$ cat config.mk
export PLATFORM = sky130hd
export DESIGN_NAME = fixed_divider_seq_flat
export DESIGN_NICKNAME = d
export VERILOG_FILES = /design/src/rtl/fixed_divider_seq_if.sv /design/src/rtl/fixed_divider_seq.sv /design/src/flat_wrapper.sv
export SDC_FILE = /design/constraint.sdc
export NUM_CORES = 1
export LEC_CHECK = 0
export ABC_AREA = 1
export CELL_PAD_IN_SITES_DETAIL_PLACEMENT = 1
export CELL_PAD_IN_SITES_GLOBAL_PLACEMENT = 1
export CORE_MARGIN = 1
export CORE_UTILIZATION = 38
export DETAILED_ROUTE_END_ITERATION = 10
export PLACE_DENSITY_LB_ADDON = 0.05
export SETUP_SLACK_MARGIN = 0.02
export SLEW_MARGIN = 20
export SYNTH_ARGS = -nofsm -noshare
export SYNTH_HDL_FRONTEND = slang
export SYNTH_SLANG_ARGS = --single-unit
$ cat constraint.sdc
create_clock -name clk -period 3.5 [get_ports clk]
set_input_delay 0.7 -clock clk [delete_from_list [all_inputs] [get_ports clk]]
set_output_delay 0.7 -clock clk [all_outputs]
set_load 0.05 [all_outputs]
$ cat src/rtl/fixed_divider_seq_if.sv
// Operand/result bundle between the operator control FSM (master) and the
// sequential Q8.8 divider (slave).
interface fixed_divider_seq_if #(
  parameter int W = 16
);
  logic         start;
  logic [W-1:0] dividend;
  logic [W-1:0] divisor;
  logic [W-1:0] result;
  logic         busy;
  logic         done;
  logic         overflow;
  logic         div_zero;
  logic         inexact;

  // start/busy/done handshake: start is sampled only while the divider is idle
  // (busy=0 and not in the done cycle); busy stays high from the accepting edge
  // until done rises; done is a one-cycle pulse qualifying result and all flags,
  // which then hold until the next accepted start.
  modport master (
    output start, dividend, divisor,
    input  result, busy, done, overflow, div_zero, inexact
  );

  modport slave (
    input  start, dividend, divisor,
    output result, busy, done, overflow, div_zero, inexact
  );
endinterface

$ cat src/rtl/fixed_divider_seq.sv
// Sequential unsigned Q8.8 restoring divider, one quotient bit per clock.
// Optional round-half-up mode is enabled with `define FIXED_DIV_ROUND_EN.
module fixed_divider_seq #(
  parameter int INT_W  = 8,
  parameter int FRAC_W = 8
) (
  input  logic                 clk,
  input  logic                 rst,
  fixed_divider_seq_if.slave   dif,
  output logic [1:0]           dbg_state
);
  localparam int W = INT_W + FRAC_W;
`ifdef FIXED_DIV_ROUND_EN
  // One extra iteration produces a guard bit below the result LSB.
  localparam int NW = W + FRAC_W + 1;
`else
  localparam int NW = W + FRAC_W;
`endif
  localparam int CNT_W = $clog2(NW);

  typedef enum logic [1:0] {
    S_IDLE = 2'd0,
    S_RUN  = 2'd1,
    S_DONE = 2'd2
  } state_t;

  state_t            state_q, state_d;
  logic [NW-1:0]     n_q, n_d;
  logic [NW-1:0]     q_q, q_d;
  logic [W-1:0]      rem_q, rem_d;
  logic [W-1:0]      dsr_q, dsr_d;
  logic [CNT_W-1:0]  cnt_q, cnt_d;
  logic [W-1:0]      result_q, result_d;
  logic              busy_q, busy_d;
  logic              done_q, done_d;
  logic              ovf_q, ovf_d;
  logic              dz_q, dz_d;
  logic              inx_q, inx_d;

  logic [W:0]        rem_sh;
  logic              ge;
  logic [W-1:0]      diff;
  logic              ovf_calc;
  logic [W-1:0]      res_calc;
  logic              inx_calc;
`ifdef FIXED_DIV_ROUND_EN
  logic [NW-1:0]     round_sum;
`endif

  // Partial remainder shifted left with the next numerator bit.
  assign rem_sh = {rem_q, n_q[NW-1]};
  assign ge     = rem_sh >= {1'b0, dsr_q};
  // Only used when ge holds, so the true difference always fits in W bits.
  assign diff   = rem_sh[W-1:0] - dsr_q;

`ifdef FIXED_DIV_ROUND_EN
  assign round_sum = {1'b0, q_q[NW-1:1]} + {{(NW-1){1'b0}}, q_q[0]};
  assign ovf_calc  = |round_sum[NW-1:W];
  assign res_calc  = ovf_calc ? {W{1'b1}} : round_sum[W-1:0];
  assign inx_calc  = q_q[0] | (rem_q != '0);
`else
  assign ovf_calc  = |q_q[NW-1:W];
  assign res_calc  = ovf_calc ? {W{1'b1}} : q_q[W-1:0];
  assign inx_calc  = rem_q != '0;
`endif

  always_comb begin
    state_d  = state_q;
    n_d      = n_q;
    q_d      = q_q;
    rem_d    = rem_q;
    dsr_d    = dsr_q;
    cnt_d    = cnt_q;
    result_d = result_q;
    busy_d   = busy_q;
    done_d   = 1'b0;
    ovf_d    = ovf_q;
    dz_d     = dz_q;
    inx_d    = inx_q;

    case (state_q)
      S_IDLE: begin
        // done_q high means this is the done cycle: starts are not taken yet.
        if (dif.start && !done_q) begin
          dsr_d  = dif.divisor;
          n_d    = {dif.dividend, {(NW-W){1'b0}}};
          q_d    = '0;
          rem_d  = '0;
          cnt_d  = '0;
          busy_d = 1'b1;
          ovf_d  = 1'b0;
          dz_d   = 1'b0;
          inx_d  = 1'b0;
          state_d = (dif.divisor == '0) ? S_DONE : S_RUN;
        end
      end

      S_RUN: begin
        n_d   = n_q << 1;
        q_d   = {q_q[NW-2:0], ge};
        rem_d = ge ? diff : rem_sh[W-1:0];
        cnt_d = cnt_q + 1'b1;
        if (cnt_q == CNT_W'(NW-1)) begin
          state_d = S_DONE;
        end
      end

      S_DONE: begin
        busy_d  = 1'b0;
        done_d  = 1'b1;
        state_d = S_IDLE;
        if (dsr_q == '0) begin
          result_d = {W{1'b1}};
          dz_d     = 1'b1;
          ovf_d    = 1'b0;
          inx_d    = 1'b0;
        end else begin
          result_d = res_calc;
          ovf_d    = ovf_calc;
          inx_d    = inx_calc;
        end
      end

      default: begin
        state_d = S_IDLE;
        busy_d  = 1'b0;
      end
    endcase
  end

  always_ff @(posedge clk or posedge rst) begin
    if (rst) begin
      state_q  <= S_IDLE;
      n_q      <= '0;
      q_q      <= '0;
      rem_q    <= '0;
      dsr_q    <= '0;
      cnt_q    <= '0;
      result_q <= '0;
      busy_q   <= 1'b0;
      done_q   <= 1'b0;
      ovf_q    <= 1'b0;
      dz_q     <= 1'b0;
      inx_q    <= 1'b0;
    end else begin
      state_q  <= state_d;
      n_q      <= n_d;
      q_q      <= q_d;
      rem_q    <= rem_d;
      dsr_q    <= dsr_d;
      cnt_q    <= cnt_d;
      result_q <= result_d;
      busy_q   <= busy_d;
      done_q   <= done_d;
      ovf_q    <= ovf_d;
      dz_q     <= dz_d;
      inx_q    <= inx_d;
    end
  end

  assign dif.result   = result_q;
  assign dif.busy     = busy_q;
  assign dif.done     = done_q;
  assign dif.overflow = ovf_q;
  assign dif.div_zero = dz_q;
  assign dif.inexact  = inx_q;
  assign dbg_state    = state_q;
endmodule

$ cat src/flat_wrapper.sv
// flat-port wrapper written by rule: the top's interface ports become plain ports
module fixed_divider_seq_flat 
#(
  parameter int INT_W  = 8,
  parameter int FRAC_W = 8
)
  (clk, rst, dbg_state, dif_start, dif_dividend, dif_divisor, dif_result, dif_busy, dif_done, dif_overflow, dif_div_zero, dif_inexact);
  fixed_divider_seq_if #(.W((16))) dif_i ();
  input  logic clk;
  input  logic rst;
  output logic [1:0] dbg_state;
  input wire logic [$bits(dif_i.start)-1:0] dif_start;
  input wire logic [$bits(dif_i.dividend)-1:0] dif_dividend;
  input wire logic [$bits(dif_i.divisor)-1:0] dif_divisor;
  output wire logic [$bits(dif_i.result)-1:0] dif_result;
  output wire logic [$bits(dif_i.busy)-1:0] dif_busy;
  output wire logic [$bits(dif_i.done)-1:0] dif_done;
  output wire logic [$bits(dif_i.overflow)-1:0] dif_overflow;
  output wire logic [$bits(dif_i.div_zero)-1:0] dif_div_zero;
  output wire logic [$bits(dif_i.inexact)-1:0] dif_inexact;
  assign dif_i.start = dif_start;
  assign dif_i.dividend = dif_dividend;
  assign dif_i.divisor = dif_divisor;
  assign dif_result = dif_i.result;
  assign dif_busy = dif_i.busy;
  assign dif_done = dif_i.done;
  assign dif_overflow = dif_i.overflow;
  assign dif_div_zero = dif_i.div_zero;
  assign dif_inexact = dif_i.inexact;
  fixed_divider_seq #(.INT_W(INT_W), .FRAC_W(FRAC_W)) u_core (.clk(clk), .rst(rst), .dif(dif_i), .dbg_state(dbg_state));
endmodule
; Word-level counts from Yosys, hierarchy flattened
; Index checks and enable logic that the tools add are counted.
[word_totals]
ff_bits = 108
ram_bits = 0
elab_cells = 62
latch_bits = 0
mem_count = 0
mem_bits_ro = 0
output_inout_bits = 23
[classes]
div = 0
n_reduce_logical = 15
n_shift = 0
addsub = 2
muxes = 25
n_lt_le_gt_ge = 1
eq_ne = 6
n_bitwise = 1
n_mul = 0
[op_table]
columns = operator, n
row1 = case mux 24 bit (2 select lines), 2
row2 = two-way mux 16 bit, 4
row3 = two-way mux 24 bit, 2
row4 = logical NOT 16 bit, 2
row5 = case mux 16 bit (2 select lines), 1
row6 = >= comparator 17 x 16 -> 1 bit, 1
row7 = nonzero test 16 bit, 1
row8 = subtractor 16 bit, 1
row9 = case mux 5 bit (2 select lines), 1
row10 = AND reduction 2 bit, 5
row11 = case mux 1 bit (2 select lines), 4
row12 = OR reduction 8 bit, 1
row13 = two-way mux 1 bit, 6
row14 = two-way mux 2 bit, 3
row15 = inequality test 2 x 1 -> 1 bit (second input constant), 3
row16 = adder 5 x 1 -> 5 bit (second input constant), 1
row17 = equality test 5 bit (second input constant), 1
row18 = two-way mux 5 bit, 1
row19 = case mux 2 bit (2 select lines), 1
row20 = nonzero test 2 bit, 2
row21 = AND reduction 3 bit, 1
row22 = equality test 2 x 1 -> 1 bit (second input constant), 1
row23 = equality test 2 bit (second input constant), 1
row24 = logical NOT 2 bit, 1
row25 = 3 further kinds, 3

; Depth between registers and ports, before layout
[depth]
depth_word = 4
mapped_depth = 14
depth_no_buf = 14

; Worst setup path before layout
; No wires, ideal clock.
[synth_path]
path_kind = register to register
startpoint = register u_core.dsr_q[12]
endpoint = register u_core.rem_q[0]
setup_ns = 0.120
n_path_buf = 1
t_required_ns = 3.380
synth_period_minus_slack_ns = 1.762
slack_ns = 1.738
arrival_time_ns = 1.643
path_stages_with_launch = 14
cell_sequence = dfrtp_1 -> inv_1 -> ha_1 -> nand2_1 -> inv_1 -> nand2_1 -> nand2_1 -> nand2_1 -> nand2_1 -> nor2_4 -> buf_4 -> nand3_1 -> nand3_2 -> o21ai_2
[synth_between]
elab_chain_len = 3
[synth_rtl]
columns = item, line_no
row1 = start: declaration, fixed_divider_seq.sv:31  ; logic [W-1:0] dsr_q, dsr_d;
row2 = start signal: assignment, fixed_divider_seq.sv:150  ; dsr_q <= dsr_d;
row3 = >= comparator 17 x 16 -> 1 bit, fixed_divider_seq.sv:52  ; assign ge = rem_sh >= {1'b0, dsr_q};
row4 = two-way mux 16 bit, fixed_divider_seq.sv:101  ; rem_d = ge ? diff : rem_sh[W-1:0];
row5 = case mux 16 bit (2 select lines), fixed_divider_seq.sv:81  ; case (state_q)
row6 = end signal: assignment, fixed_divider_seq.sv:149  ; rem_q <= rem_d;
row7 = end: declaration, fixed_divider_seq.sv:30  ; logic [W-1:0] rem_q, rem_d;
; Every way passes these cells.
; A chain may end at the register's enable or synchronous reset.

; Final worst setup path
[layout_path]
startpoint = input dif_start
endpoint = register u_core.rem_q[6]
[layout_between]
elab_chain_len = 3
[layout_rtl]
columns = item, line_no
row1 = start: declaration, flat_wrapper.sv:12  ; input wire logic [$bits(dif_i.start)-1:0] dif_start;
row2 = logical AND 1 bit, fixed_divider_seq.sv:84  ; if (dif.start && !done_q) begin
row3 = inequality test 2 x 1 -> 1 bit (no source line), --
row4 = AND reduction 2 bit (no source line), --
; Every way passes these cells.

==> impl_summary.md <==
Logic synthesis
Yosys attributes the largest share of cell area to dfrtp_1 46%, nand2_1 13%, inv_1 8.0%. Of the total synthesized cell area, the portion taken by XOR and XNOR cells is 0.0113. In the synthesized netlist, the number of instances is a little under 700. The share of synthesized cell area in and, or, nand and nor gates is 0.283.

The mux share of post-synthesis cell area is 0.00185. The number of nets in the synthesized netlist is 747. Yosys printed 0 warnings. The share of synthesized area in the top cell type comes to 0.462. The synthesized design contains 0 enable-type register cells. Synthesis inferred 100 register bits. For this run, the register share of the synthesized area comes to 0.462. The post-synthesis share of cell area spent on full adders, half adders and majority gates is 0.0429. Counting flops with an async set or reset pin after synthesis yields a share of 1.00. The post-synthesis cell type count is 41. The dominant combinational cell family by area after synthesis is simple AND/OR/NAND/NOR gates. The mean instance size in the synthesized netlist is 7.81 sq um. The fraction of the mapped netlist area in compound gates came to 0.0935. The commonest register cell after synthesis is dfrtp_1. The post-synthesis instance area is around 5400 sq um.

Summed over all instances, the cell type with the most area after synthesis is dfrtp_1.

Final layout
The synthesis-to-finish area growth is 18.7%. The most frequent standard cell in the layout excluding fill and tap cells is nand2_1. The finished cells cover ~6400 sq um. The ratio of cells with drive above 1 in the final layout is 0.0668.

The number of antenna diodes is 0. The net count of the finished layout is between 700 and 800. Leaving out fill and tap cells, the most frequent cells in the layout are 182 x nand2_1, 114 x inv_1, 100 x dfrtp_1.

Floorplanning
The core region is between 10000 and 15000 sq um. In this run the horizontal extent of the chip is 121 microns. From bottom edge to top edge, the die measures around 120 microns. The count of pins on the block boundary is 58.

The count of standard-cell rows is 43. The initial utilization of the core area, before any placement, comes to 0.390. The floorplan die area is roughly 15000 sq um.

Critical path
The data required time of the critical path is about 3.8 ns. The startpoint-to-endpoint class of the critical path is primary input to flip-flop. Traced cell by cell, the critical path runs through clkdlybuf4s50_1 > inv_1 > nor2_1 > nand2_1 > inv_2 > nor2_4 > inv_2 > o21ai_0. The endpoint identified for the worst register-to-register timing path is u_core.rem_q[11]. In this run the critical register-to-register path is launched from u_core.dsr_q[10].

The biggest fanout along the worst timing path is 33. The setup check on the worst reg-to-reg path leaves a slack of around 1.1 ns. The worst setup path is launched from a primary input. The slowest stage of the critical path is the nor2_4 cell.

The critical path arrival is 2.73 ns. Broken down by cell family, the worst path's largest delay share belongs to buffers and inverters. The depth of the critical timing path with buffers and inverters included is 8. The cell seen most often among critical-path stages is inv_2.

The endpoint kind of the worst setup timing path is a flip-flop. The count of buffering cells on the critical path with inverters included is 4. Counting cells, the worst reg-to-reg path comes to 14. The critical path's largest stage delay is ~0.56 ns.

Global route
The via count of the first global-routing pass came to between 5000 and 6000. The initial antenna violation count was 0. Entering global routing, the biggest net connects 56 pins.

The global router's overall resource usage is 0.218. The wire length of the first global-routing pass is between 20000 and 30000 microns. The final global-route overflow total is 0.

Routing
In the routed design, unresolved DRC markers number 0. The number of DRC markers after the initial detailed-route iteration is 190. The total vias in the final route is 4659.

The number of detailed-route iterations in the first pass is 4. Using the TritonRoute via totals, the vias-per-cell ratio works out to between 5 and 6. The count of nets left with antenna violations once routing finished came out at 0. The final routed wirelength across all metal layers is between 10000 and 15000 microns.

After detailed routing, the average wire length per cell comes to around 16 microns.

Placed design
Once placement finished, the instance area stood at 6140 sq um. The detailed-placement wirelength estimate is 10900 microns. The worst setup timing slack at the placement stage is between 0.6 and 0.7 ns. The count of buffers added on input and output ports is between 50 and 60.

The final estimated routing congestion in global placement is 0.873.

STA
The total count of max-transition violations in the final report came to 0. Setup violations remaining at the end of the flow were counted as 0. The number of hold violations in the final report is 0.

Based on the critical path, the design can be clocked at up to 402 MHz. In the final timing run, aggregate negative setup slack is 0 ns. The measured slew at the worst slew-check pin is 0.727 ns.

Setup repair after global routing left no endpoint under its margin. In this run the tightest slew margin relative to its limit is 0.515. The final worst slack is 1.01 ns. The final period demand of the worst path is roughly 2.5 ns.

The worst clock skew is 0.00490 ns. In the finished design, the share of the clock period the worst path needs comes to 0.710.

Clocking
The number of hold-repair buffers added at the cts stage is 0. The latest clock arrival within the worst-skew pair is around 0.34 ns. The total setup buffers inserted after CTS is 0. The clock tree from TritonCTS is done. The clock tree buffer depth is 2. The cell sitting at the root of the clock tree is a clkbuf_16. The H-tree generated during clock tree synthesis spans 3 levels.

After clock tree synthesis, the clock-pin slew on the worst setup and hold paths is around 0.070 ns. TritonCTS created 9 clock buffers. Post-CTS repair changed the size of 0 cells. The number of sinks driven by the clock tree is 100.

Hold path
The worst hold path belongs to the class flip-flop to flip-flop. For hold timing, the worst endpoint is u_core.n_q[16]. The cell depth of the worst hold path is 2.

The worst hold path begins at u_core.n_q[16].

Job
The number of violations of the max-capacitance limit is 0.

Run status
The run finished with clean final reports.
sequential cells by signal (all words and copies together), names as in the netlist:
name and flops:
u_core.dsr_q 16, u_core.dif.overflow 1, u_core.dif.busy 1, u_core.cnt_q 5
u_core.rem_q 16, u_core.dif.inexact 1, u_core.n_q 16, u_core.dif.result 16
u_core.dif.done 1, u_core.dif.div_zero 1, u_core.dbg_state 2, u_core.q_q 24
area by class of cell:
| type | instances | area (sq um) |
|---|---|---|
| timing repair buffer | 61 | 613 |
| clock inverter | 3 | 20.0 |
| inverter | 121 | 457 |
| clock buffer | 13 | 270 |
| fill | 1720 | 7450 |
| tap | 180 | 225 |
| multi-input combinational | 450 | 2340 |
| sequential | 100 | 2500 |
stage by stage:
stage                      util  cells  hold WS [ns]
after global routing      0.463    928         0.508
after global placement    0.442    912         0.464
final                     0.463    928         0.488
after floorplan               -    694         0.447
after detailed placement  0.442    912         0.472
after CTS                 0.463    928         0.489
layer usage:
metal / up-vias / GRT usage / part of all wire
li1: 2310 / - / -
met5: - / 0 / 0
met3: 13 / 0.0446 / 0.030
met1: 2286 / 0.279 / 0.47
met2: 50 / 0.370 / 0.49
met4: 0 / 0.0633 / 0.015
worst max path at each step:
| stage | endpoint | startpoint |
|---|---|---|
| after detailed placement | u_core.rem_q[6] | dif_start |
| after global placement | u_core.rem_q[5] | dif_start |
| after floorplan | u_core.cnt_q[0] | rst |
| final | u_core.rem_q[6] | dif_start |
| after global routing | u_core.rem_q[5] | dif_start |
| after CTS | u_core.rem_q[6] | dif_start |
logic make-up (layout without fill, tap and decap cells):
kind of cell,count (synthesis),in the layout
and+or+nand+nor,339,339
buffers and inverters,144,198
DFF,100,100
AOI/OAI and AO/OA,85,85
adders and majority gates,18,18
xor gates and xnor gates,7,7
muxes,1,1
worst reg2reg max path, stage by stage, from the launching register on:
cell	delay, ns
dfrtp_1	0.42
inv_1	0.07
ha_1	0.37
nand2_1	0.10
nand2_1	0.07
nand2_1	0.07
nand2_1	0.06
nand2_1	0.06
nand2_1	0.07
nor2_4	0.36
nand2_4	0.27
nand2_1	0.19
nand2_1	0.07
nand2_1	0.06
nand2_1	0.06
cells in the mapped netlist (2+ instances only):
library cell	count
a21oi_1	7
a22o_1	2
a31oi_1	17
and2_1	3
buf_2	10
clkbuf_1	10
dfrtp_1	100
ha_1	17
inv_1	115
inv_2	6
nand2_1	182
nand2_2	4
nand2_4	2
nand3_1	53
nand3_2	10
nand3b_1	4
nand4_1	8
nor2_1	53
nor2_2	2
nor2_4	2
nor3_1	5
nor4_1	9
o21ai_0	21
o21ai_1	7
o21ai_2	2
o22ai_1	23
xnor2_1	4
xor2_1	3
Power is not shown: default switching activity piles up to over one toggle a cycle in this logic, so the estimate is an artifact.
